### src/rtl/fetch_pkg.sv
// Shared types and constants for the instruction-fetch front end.
package fetch_pkg;

  localparam int INSTR_W = 32;
  localparam int ADDR_W  = 32;
  localparam logic [ADDR_W-1:0] PC_STEP = 32'd4;

  typedef enum logic [1:0] {
    IDLE = 2'd0,
    REQ  = 2'd1,
    HOLD = 2'd2
  } state_t;

endpackage

### src/rtl/fetch_unit.sv
// Instruction-fetch front end: owns the PC, issues one imem request at a time
// and hands each returned word to decode; redirects flush in-flight work.
module fetch_unit
  import fetch_pkg::*;
#(
  parameter logic [ADDR_W-1:0] RESET_PC = 32'h0000_0000
) (
  input  logic               clock,
  input  logic               reset,
  output logic               imem_req,
  output logic [ADDR_W-1:0]  imem_addr,
  input  logic               imem_ack,
  input  logic [INSTR_W-1:0] imem_rdata,
  output logic               id_valid,
  input  logic               id_ready,
  output logic [INSTR_W-1:0] id_instr,
  output logic [ADDR_W-1:0]  id_pc,
  output logic [ADDR_W-1:0]  id_pc_plus4,
  input  logic               redirect_valid,
  input  logic [ADDR_W-1:0]  redirect_pc,
  output state_t             fsm_state
);

  // Handshakes: imem_req rises for exactly one outstanding request and holds
  // imem_addr stable until the single-cycle imem_ack; id_valid holds the
  // id_* fields stable until a cycle with id_ready=1 (or a redirect drops it).

  state_t              state;
  logic                kill;
  logic [ADDR_W-1:0]   pc;
  logic [ADDR_W-1:0]   redirect_aligned;

  assign redirect_aligned = redirect_pc & ~(ADDR_W'(3));
  assign fsm_state        = state;

  always_ff @(posedge clock or posedge reset) begin
    if (reset) begin
      state       <= IDLE;
      pc          <= RESET_PC;
      kill        <= 1'b0;
      imem_req    <= 1'b0;
      imem_addr   <= '0;
      id_valid    <= 1'b0;
      id_instr    <= '0;
      id_pc       <= '0;
      id_pc_plus4 <= '0;
    end else begin
      case (state)
        IDLE: begin
          state    <= REQ;
          imem_req <= 1'b1;
          if (redirect_valid) begin
            imem_addr <= redirect_aligned;
            pc        <= redirect_aligned;
          end else begin
            imem_addr <= pc;
          end
        end

        REQ: begin
          if (imem_ack) begin
            imem_req <= 1'b0;
            if (kill || redirect_valid) begin
              // Returning word belongs to a flushed path: drop it.
              kill  <= 1'b0;
              state <= IDLE;
              if (redirect_valid) pc <= redirect_aligned;
            end else begin
              id_instr    <= imem_rdata;
              id_pc       <= imem_addr;
              id_pc_plus4 <= imem_addr + PC_STEP;
              pc          <= imem_addr + PC_STEP;
              id_valid    <= 1'b1;
              state       <= HOLD;
            end
          end else if (redirect_valid) begin
            // Request cannot be withdrawn; remember to discard its data.
            pc   <= redirect_aligned;
            kill <= 1'b1;
          end
        end

        HOLD: begin
          if (redirect_valid) begin
            pc       <= redirect_aligned;
            id_valid <= 1'b0;
            state    <= IDLE;
          end else if (id_ready) begin
            id_valid <= 1'b0;
            state    <= IDLE;
          end
        end

        default: state <= IDLE;
      endcase
    end
  end

endmodule

### config.mk
export PLATFORM = sky130hd
export DESIGN_NAME = fetch_unit
export DESIGN_NICKNAME = d
export VERILOG_FILES = /design/src/rtl/fetch_pkg.sv /design/src/rtl/fetch_unit.sv
export SDC_FILE = /design/constraint.sdc
export NUM_CORES = 1
export LEC_CHECK = 0
export CAP_MARGIN = 20
export CORE_ASPECT_RATIO = 0.6
export CORE_UTILIZATION = 45
export CTS_BUF_LIST = sky130_fd_sc_hd__clkbuf_4 sky130_fd_sc_hd__clkbuf_8
export DETAILED_ROUTE_END_ITERATION = 12
export MAX_ROUTING_LAYER = met4
export PLACE_DENSITY = 0.79
export SYNTH_ARGS = -nofsm -noshare
export SYNTH_HDL_FRONTEND = slang
export SYNTH_SLANG_ARGS = --single-unit
### constraint.sdc
create_clock -name clock -period 4.9 [get_ports clock]
set_input_delay 0.49 -clock clock [delete_from_list [all_inputs] [get_ports clock]]
set_output_delay 0.49 -clock clock [all_outputs]
set_load 0.02 [all_outputs]
==> metrics.csv <==
stage,metric,value,unit
outcome,outcome,"complete, no violations",
final_layout,filler_cell_count,1260,
place,io_buffer_count,198,
timing,rsz_0062_raised_after_global_routing,false,
timing,fin_crit_sh,62.0,%
global_route,via_count_of_the_first_global_routing_pass,5855,
critical_path,timing.critical_path.to,pc[15],
timing,setup_viol,0,
floorplan,die_h,99.0,um
timing,maxSlewViolCount,0,
detailed_routing,viasPerCell,5.36,
global_route,grt_start_max_net_pins,105,
global_route,grt_first_pass_wirelength,30.9,mm
yosys,async_flop_share,100,%
final_layout,finalNetCount,980,
critical_path,r2r_setup_slack,1.86,ns
critical_path,critPathArrivalTime,3.38,ns
clock_tree,cts_hold_buffers,0,
yosys,synth_cell_types,50,
detailed_routing,route.antenna.remaining_nets,0,
global_route,groute.layer.met2.usage,37.8,%
clock_tree,setup_fix_bufs_post_cts,0,
global_route,total_congestion_overflow_after_global_routing,0,
global_route,global_route.usage.total,25.7,%
clock_tree,post_cts.resized_instances,0,
final_layout,final_layout_size_suffix_gt1_share,6.39,%
critical_path,cp_slowest_stage_delay,0.86,ns
clock_tree,cts-root-to-sink-buffers,2,
critical_path,critical_path_required_time,5.24,ns
critical_path,critical_path.max_fanout,27,
detailed_routing,dr.first_iter.drc_count,389,
yosys,flops_latches_synth,163,
clock_tree,tritoncts_clock_tree,built,
global_route,met1_usage,36.3,%
final_layout,layout-area-overhead-vs-synth,35.2,%
timing,fmax,329,MHz
yosys,yosysWarningCount,0,
power_and_ir_drop,power_density,596,mW/mm^2
final_layout,most_frequent_cells_in_the_layout,"242 x sky130_fd_sc_hd__nand2_1, 197 x sky130_fd_sc_hd__clkdlybuf4s50_1, 163 x sky130_fd_sc_hd__dfrtp_1",
detailed_routing,routed_wirelength,19.3,mm
clock_tree,clock-root-buffer,sky130_fd_sc_hd__clkbuf_8,
critical_path,endpoint_kind,register,
timing,measured_slew_at_the_worst_slew_check_pin,0.925,ns
place,place_area,0.00915,sq mm
critical_path,timing.rr.start,fsm_state[0],
floorplan,die-area,0.0162,sq mm
yosys,synthesized_instance_count,732,
yosys,mappedNetlistArea,0.00706,sq mm
clock_tree,h_tree_level_count,4,
final_layout,layout_commonest_cell,sky130_fd_sc_hd__nand2_1,
critical_path,setup.worst_path.class,register to register,
floorplan,start_util,46.1,%
critical_path,cells_along_the_critical_path,nand4bb_1 > a21oi_4 > buf_4 > nand2_1 > o221a_2,
final_layout,diodes,0,
critical_path,cp_top_family,compound AO/OA/AOI/OAI gates,
timing,totalNegativeSetupSlack,0,ns
yosys,synth-main-ff-cell,sky130_fd_sc_hd__dfrtp_1,
yosys,yosysSeqAreaShare,57.8,%
floorplan,core_area,0.0153,sq mm
timing,post-route-min-period,3.04,ns
yosys,syn_avg_cell_area,9.65,sq um
timing,finalHoldViolations,0,
place,gp_congestion,0.811,
clock_tree,clock_latency,0.46,ns
clock_tree,cts_sinks,163,
global_route,gr-usage-met3,5.51,%
clock_tree,clkTransAtPathRegs,0.09,ns
detailed_routing,route.vias.total,6035,
global_route,busiest_layer,met2,
yosys,post_synth_edffs,0,
critical_path,reg2reg_to,pc[15],
timing,slew_headroom,38.3,%
final_layout,postLayoutCellArea,0.00955,sq mm
detailed_routing,detail_route.first_pass.iterations,4,
place,detailed_place_hpwl,13.3,mm
timing,finalClockSkew,0.0157,ns
critical_path,worst_r2r_path_depth,5,
clock_tree,numCtsBuffers,17,
detailed_routing,detail_route.drc_violations,0,
yosys,synth_nets,802,
critical_path,number_of_logic_stages_on_the_critical_path_including_buffering,5,
critical_path,critPathLaunchType,register,
floorplan,core.rowCount,35,
critical_path,critical-path-slowest-cell,sky130_fd_sc_hd__a21oi_4,
worst_hold_path,holdCritPathClass,register to register,
global_route,antenna_found_initial,0,
floorplan,die-width,164,um
power_and_ir_drop,p_leak,0.00426,uW
critical_path,timing_startpoint_of_the_critical_path,fsm_state[0],
floorplan,io_pins,201,
critical_path,cp.buffers_inverters,1,
job,maxCapViolCount,0,
power_and_ir_drop,power.ir.vdd_worst,0.294,mV
detailed_routing,wirelength_per_cell,17.2,um
[through the flow]
stage | total power [uW] | hold WS [ns] | utilization (%) | setup WS, ns | instances
finish | 5690 | 0.482 | 62.3 | 1.86 | 1126
global route | 6020 | 0.499 | 62.3 | 1.67 | 1126
CTS | 5710 | 0.485 | 62.1 | 1.89 | 1125
detailed placement | 4760 | 0.461 | 59.7 | 1.73 | 1093
global placement | 4700 | 0.458 | 59.7 | 1.75 | 1093
floorplan | 3490 | 0.460 | - | 0.00503 | 732
[how the worst min path moves through the flow]
stage	startpoint	end	slack, ns	cells after the start
global route	id_instr[3]	id_instr[3]	0.50	2
global placement	id_instr[21]	id_instr[21]	0.46	2
detailed placement	id_instr[28]	id_instr[28]	0.46	2
finish	id_instr[14]	id_instr[14]	0.48	2
floorplan	pc[10]	pc[10]	0.46	2
CTS	id_pc[25]	id_pc[25]	0.48	2
[kinds of logic (layout without fill, tap and decap cells)]
logic type / Yosys count / after routing / share of synthesized area (%)
compound gates: 141 / 141 / 12.3
xor+xnor: 21 / 21 / 2.61
fa+ha+maj: 1 / 1 / 0.177
buf+inv: 57 / 248 / 3.61
flops: 163 / 163 / 57.8
mux: 32 / 32 / 4.54
simple gates: 317 / 317 / 19.0
[area by class of cell]
type	instances	area [sq um]	share of cell area, %
tap	203	254	2.66
timing repair buffer	207	2060	21.5
clock inverter	14	128	1.34
multi-input combinational	512	2740	28.7
clock buffer	18	248	2.60
inverter	9	38.8	0.406
sequential	163	4080	42.7
[state kept, by name, indices dropped and copies added (netlist names)]
register / count
id_pc_plus4: 30
id_valid: 1
kill: 1
imem_addr: 32
fsm_state: 2
id_pc: 32
pc: 32
imem_req: 1
id_instr: 32
[synthesized netlist by cell type, types with 2 or more instances]
master                     number  share of area (%)
sky130_fd_sc_hd__a21boi_0       3               0.32
sky130_fd_sc_hd__a21o_1         5               0.53
sky130_fd_sc_hd__a21oi_1       24                1.7
sky130_fd_sc_hd__a22o_1         4               0.50
sky130_fd_sc_hd__a22oi_1        5               0.53
sky130_fd_sc_hd__a31oi_1        2               0.18
sky130_fd_sc_hd__a32oi_1        3               0.37
sky130_fd_sc_hd__and3_1         6               0.53
sky130_fd_sc_hd__and4_1         3               0.37
sky130_fd_sc_hd__buf_1          3               0.16
sky130_fd_sc_hd__buf_4          4               0.43
sky130_fd_sc_hd__buf_6          2               0.32
sky130_fd_sc_hd__clkbuf_1      37                2.0
sky130_fd_sc_hd__dfrtp_1      163                 58
sky130_fd_sc_hd__inv_1          9               0.48
sky130_fd_sc_hd__mux2i_1       32                4.5
sky130_fd_sc_hd__nand2_1      243                 13
sky130_fd_sc_hd__nand3_1       13               0.92
sky130_fd_sc_hd__nand4_1        6               0.53
sky130_fd_sc_hd__nor2_1        21                1.1
sky130_fd_sc_hd__nor3_1         8               0.57
sky130_fd_sc_hd__nor4_1         5               0.44
sky130_fd_sc_hd__o21a_1         8               0.85
sky130_fd_sc_hd__o21ai_0       63                4.5
sky130_fd_sc_hd__o221a_2        7                1.1
sky130_fd_sc_hd__o22ai_1       10               0.89
sky130_fd_sc_hd__xnor2_1       12                1.5
sky130_fd_sc_hd__xor2_1         9                1.1
[power breakdown]
part           switching (uW)  leakage [uW]  internal [uW]  total [uW]
logic                    1280       0.00209           1150        2430
clock network             532      0.000171            419         950
registers                 450       0.00200           1860        2310
total                    2270       0.00426           3430        5690
[layer usage]
layer / vias up / part of all wire (%)
met5: - / 0
met4: 0 / 1.1
met3: 20 / 7.0
met2: 208 / 44
met1: 2974 / 48
li1: 2833 / -
[worst reg2reg max path, cell delays in order, from the launching register on]
cell                        delay (ns)
sky130_fd_sc_hd__dfrtp_1          0.81
sky130_fd_sc_hd__nand4bb_1        0.56
sky130_fd_sc_hd__a21oi_4          0.86
sky130_fd_sc_hd__buf_4            0.42
sky130_fd_sc_hd__nand2_1          0.13
sky130_fd_sc_hd__o221a_2          0.15
No activity file was read; power rests on OpenSTA's default activity.
==> RTL change (same flow settings) <==
Set the package constant `INSTR_W` to 16 (it was 32).
--- a/src/rtl/fetch_pkg.sv
+++ b/src/rtl/fetch_pkg.sv
@@ -1,7 +1,7 @@
 // Shared types and constants for the instruction-fetch front end.
 package fetch_pkg;
 
-  localparam int INSTR_W = 32;
+  localparam int INSTR_W = 16;
   localparam int ADDR_W  = 32;
   localparam logic [ADDR_W-1:0] PC_STEP = 32'd4;
 
Ports: changed (resized id_instr and imem_rdata); port bits go from 201 to 169. No check against the original RTL was run, so the function may have changed too.
==> RTL change against the original RTL <==
Non-clock buffer count shrank 33; utilization grew 1.1 points; power shrank 2.5%; cell area shrank 7.9%; sequential share of layout area shrank 0.88 points; routed wire length fell by 2.0%; sequential cell count is 16 lower; critical path depth is 1 higher; combinational power fell by 7%; global-route usage is 1.2 points higher; clock power increased by 18%; synthesized area down 8.1%; final cell count down 9.8%; setup slack improved by 0.40 ns; largest cell class unchanged.
==> RTL change: results (changes against the original RTL) <==
[clock_tree]
clk_path_buf_depth = 2  ; unchanged
post_cts.repair.setup_buffers = 0  ; unchanged
h-tree-depth = 4  ; unchanged
clk_latency_ns = 0.44  ; -0.02 ns
cts.clk_slew.worst_paths_ns = 0.08
cts_resized = 0  ; unchanged
cts_root_buffer = clkbuf_8

[yosys]
syn-num-nets = 715  ; -11%
synth_common_cells = nand2_1 (187), dfrtp_1 (147), o21ai_0 (48)
synthArstFlopShare = 1.00  ; unchanged
ys_seq_area_frac = 0.567  ; -0.0110
synthTopCellsByArea = dfrtp_1 (57%), nand2_1 (11%), mux2i_1 (5.2%)
yosysWarnings = 0  ; unchanged
synth_top_flop_cell = dfrtp_1
syn_avg_cell_area_um2 = 9.82  ; +1.8%
yosysUniqueCellTypes = 45  ; -10%

[critical_path]
r2r_slack_ns = 2.32  ; +0.46 ns
crit_slowest_cell = nor2_4
max_stage_delay_ns = 0.81  ; -0.05 ns
timing.rr.end = id_pc_plus4[20]$_DFFE_PP0P_
cpLargestDelayFamily = simple AND/OR/NAND/NOR gates
path_class = in -> reg
cp_max_fo = 38  ; +41%
arrival_ns = 2.99  ; -0.39 ns
timing.rr.start = fsm_state[1]$_DFFE_PP0P_
crit_start = imem_ack

[pwr]
peakVddDrop_mv = 0.278  ; -5.4%
p_leak_uw = 0.00386  ; -9.4%

[placement]
placed_area_mm2 = 0.00824  ; -9.9%
gp_congestion = 0.852  ; +5.0%
port_buffers = 166  ; -16%
placedCellCount = 981  ; -10%
dp_hpwl_um = 13000  ; -2.4%

[cells_and_area]
nets = 865  ; -12%
n_fill_cell = 1119  ; -11%
drive_gt1_frac = 0.0741  ; +0.0102
top_regs = id_pc: 32 flops, imem_addr: 32 flops, pc: 32 flops

[drt]
wl_per_cell_um = 18.6  ; +8.7%
route.final.wire_length_um = 18900  ; -2.0%
drtIter0Drc = 390  ; +0.26%
vias = 5487  ; -9.1%
firstDrtPassIters = 6  ; +2

[global_route]
grt_pass1_vias = 5095  ; -13%
grt_first_pass_wirelength_um = 29000  ; -6.3%
grt.total_usage = 0.270  ; +0.0124
grt_max_degree = 115  ; +9.5%
antenna_found_initial = 0  ; unchanged

[timing]
max-slew-margin-rel = 0.338  ; -0.0454
fin_skew_ns = 0.0123  ; -0.00338 ns

[run_status]
status = finished, final reports clean

[worst_hold_path]
min_path_type = in -> async

-- RTL change: cell families after synthesis --
| logic type | count (synthesis) | share of synthesized area |
|---|---|---|
| simple gates | 268 | 0.184 |
| flops | 147 | 0.567 |
| compound gates | 139 | 0.132 |
| buf+inv | 51 | 0.0353 |
| mux | 34 | 0.0524 |
| xor+xnor | 21 | 0.0283 |
| fa+ha+maj | 1 | 0.00193 |
-- RTL change: how the worst min path moves through the flow --
| stage | startpoint | end | slack [ns] | cells after the start |
|---|---|---|---|---|
| finish | reset | id_pc[10]$_DFFE_PP0P_ | 0.37 | 2 |
| floorplan | pc[0]$_DFFE_PP0P_ | pc[0]$_DFFE_PP0P_ | 0.47 | 1 |
| global route | reset | id_instr[2]$_DFFE_PP0P_ | 0.38 | 2 |
| CTS | id_pc[3]$_DFFE_PP0P_ | id_pc[3]$_DFFE_PP0P_ | 0.48 | 2 |
| global placement | id_pc[14]$_DFFE_PP0P_ | id_pc[14]$_DFFE_PP0P_ | 0.46 | 2 |
| detailed placement | id_pc[3]$_DFFE_PP0P_ | id_pc[3]$_DFFE_PP0P_ | 0.46 | 2 |
-- RTL change: routing by layer --
metal | vias to the layer above | part of all wire | track usage
met3 | 19 | 0.086 | 0.0677
met4 | 0 | 0.0091 | 0.0639
met2 | 238 | 0.43 | 0.379
met1 | 2668 | 0.47 | 0.390
met5 | - | 0 | -
li1 | 2562 | - | -
-- RTL change: layout make-up --
type,count,share of cell area
clock buffers,20,0.0306
flip-flops and latches,147,0.419
clock inverters,11,0.0228
multi-input cells,463,0.295
repair buffers,174,0.201
well taps,192,0.0273
inverters,8,0.00399
diodes,1,0.000285
-- RTL change: report_power, final --
part / internal, uW / switching, uW
logic: 1050 / 1200
clock network: 642 / 480
registers: 1680 / 492
total: 3370 / 2180
-- RTL change: stage by stage --
step	hold WS (ns)	total power (uW)	util	setup WS (ns)
floorplan	0.466	3230	-	0.459
global placement	0.457	4340	0.594	1.92
detailed placement	0.463	4410	0.594	1.84
CTS	0.483	5540	0.628	2.29
global route	0.378	5840	0.633	2.14
finish	0.374	5550	0.633	2.27
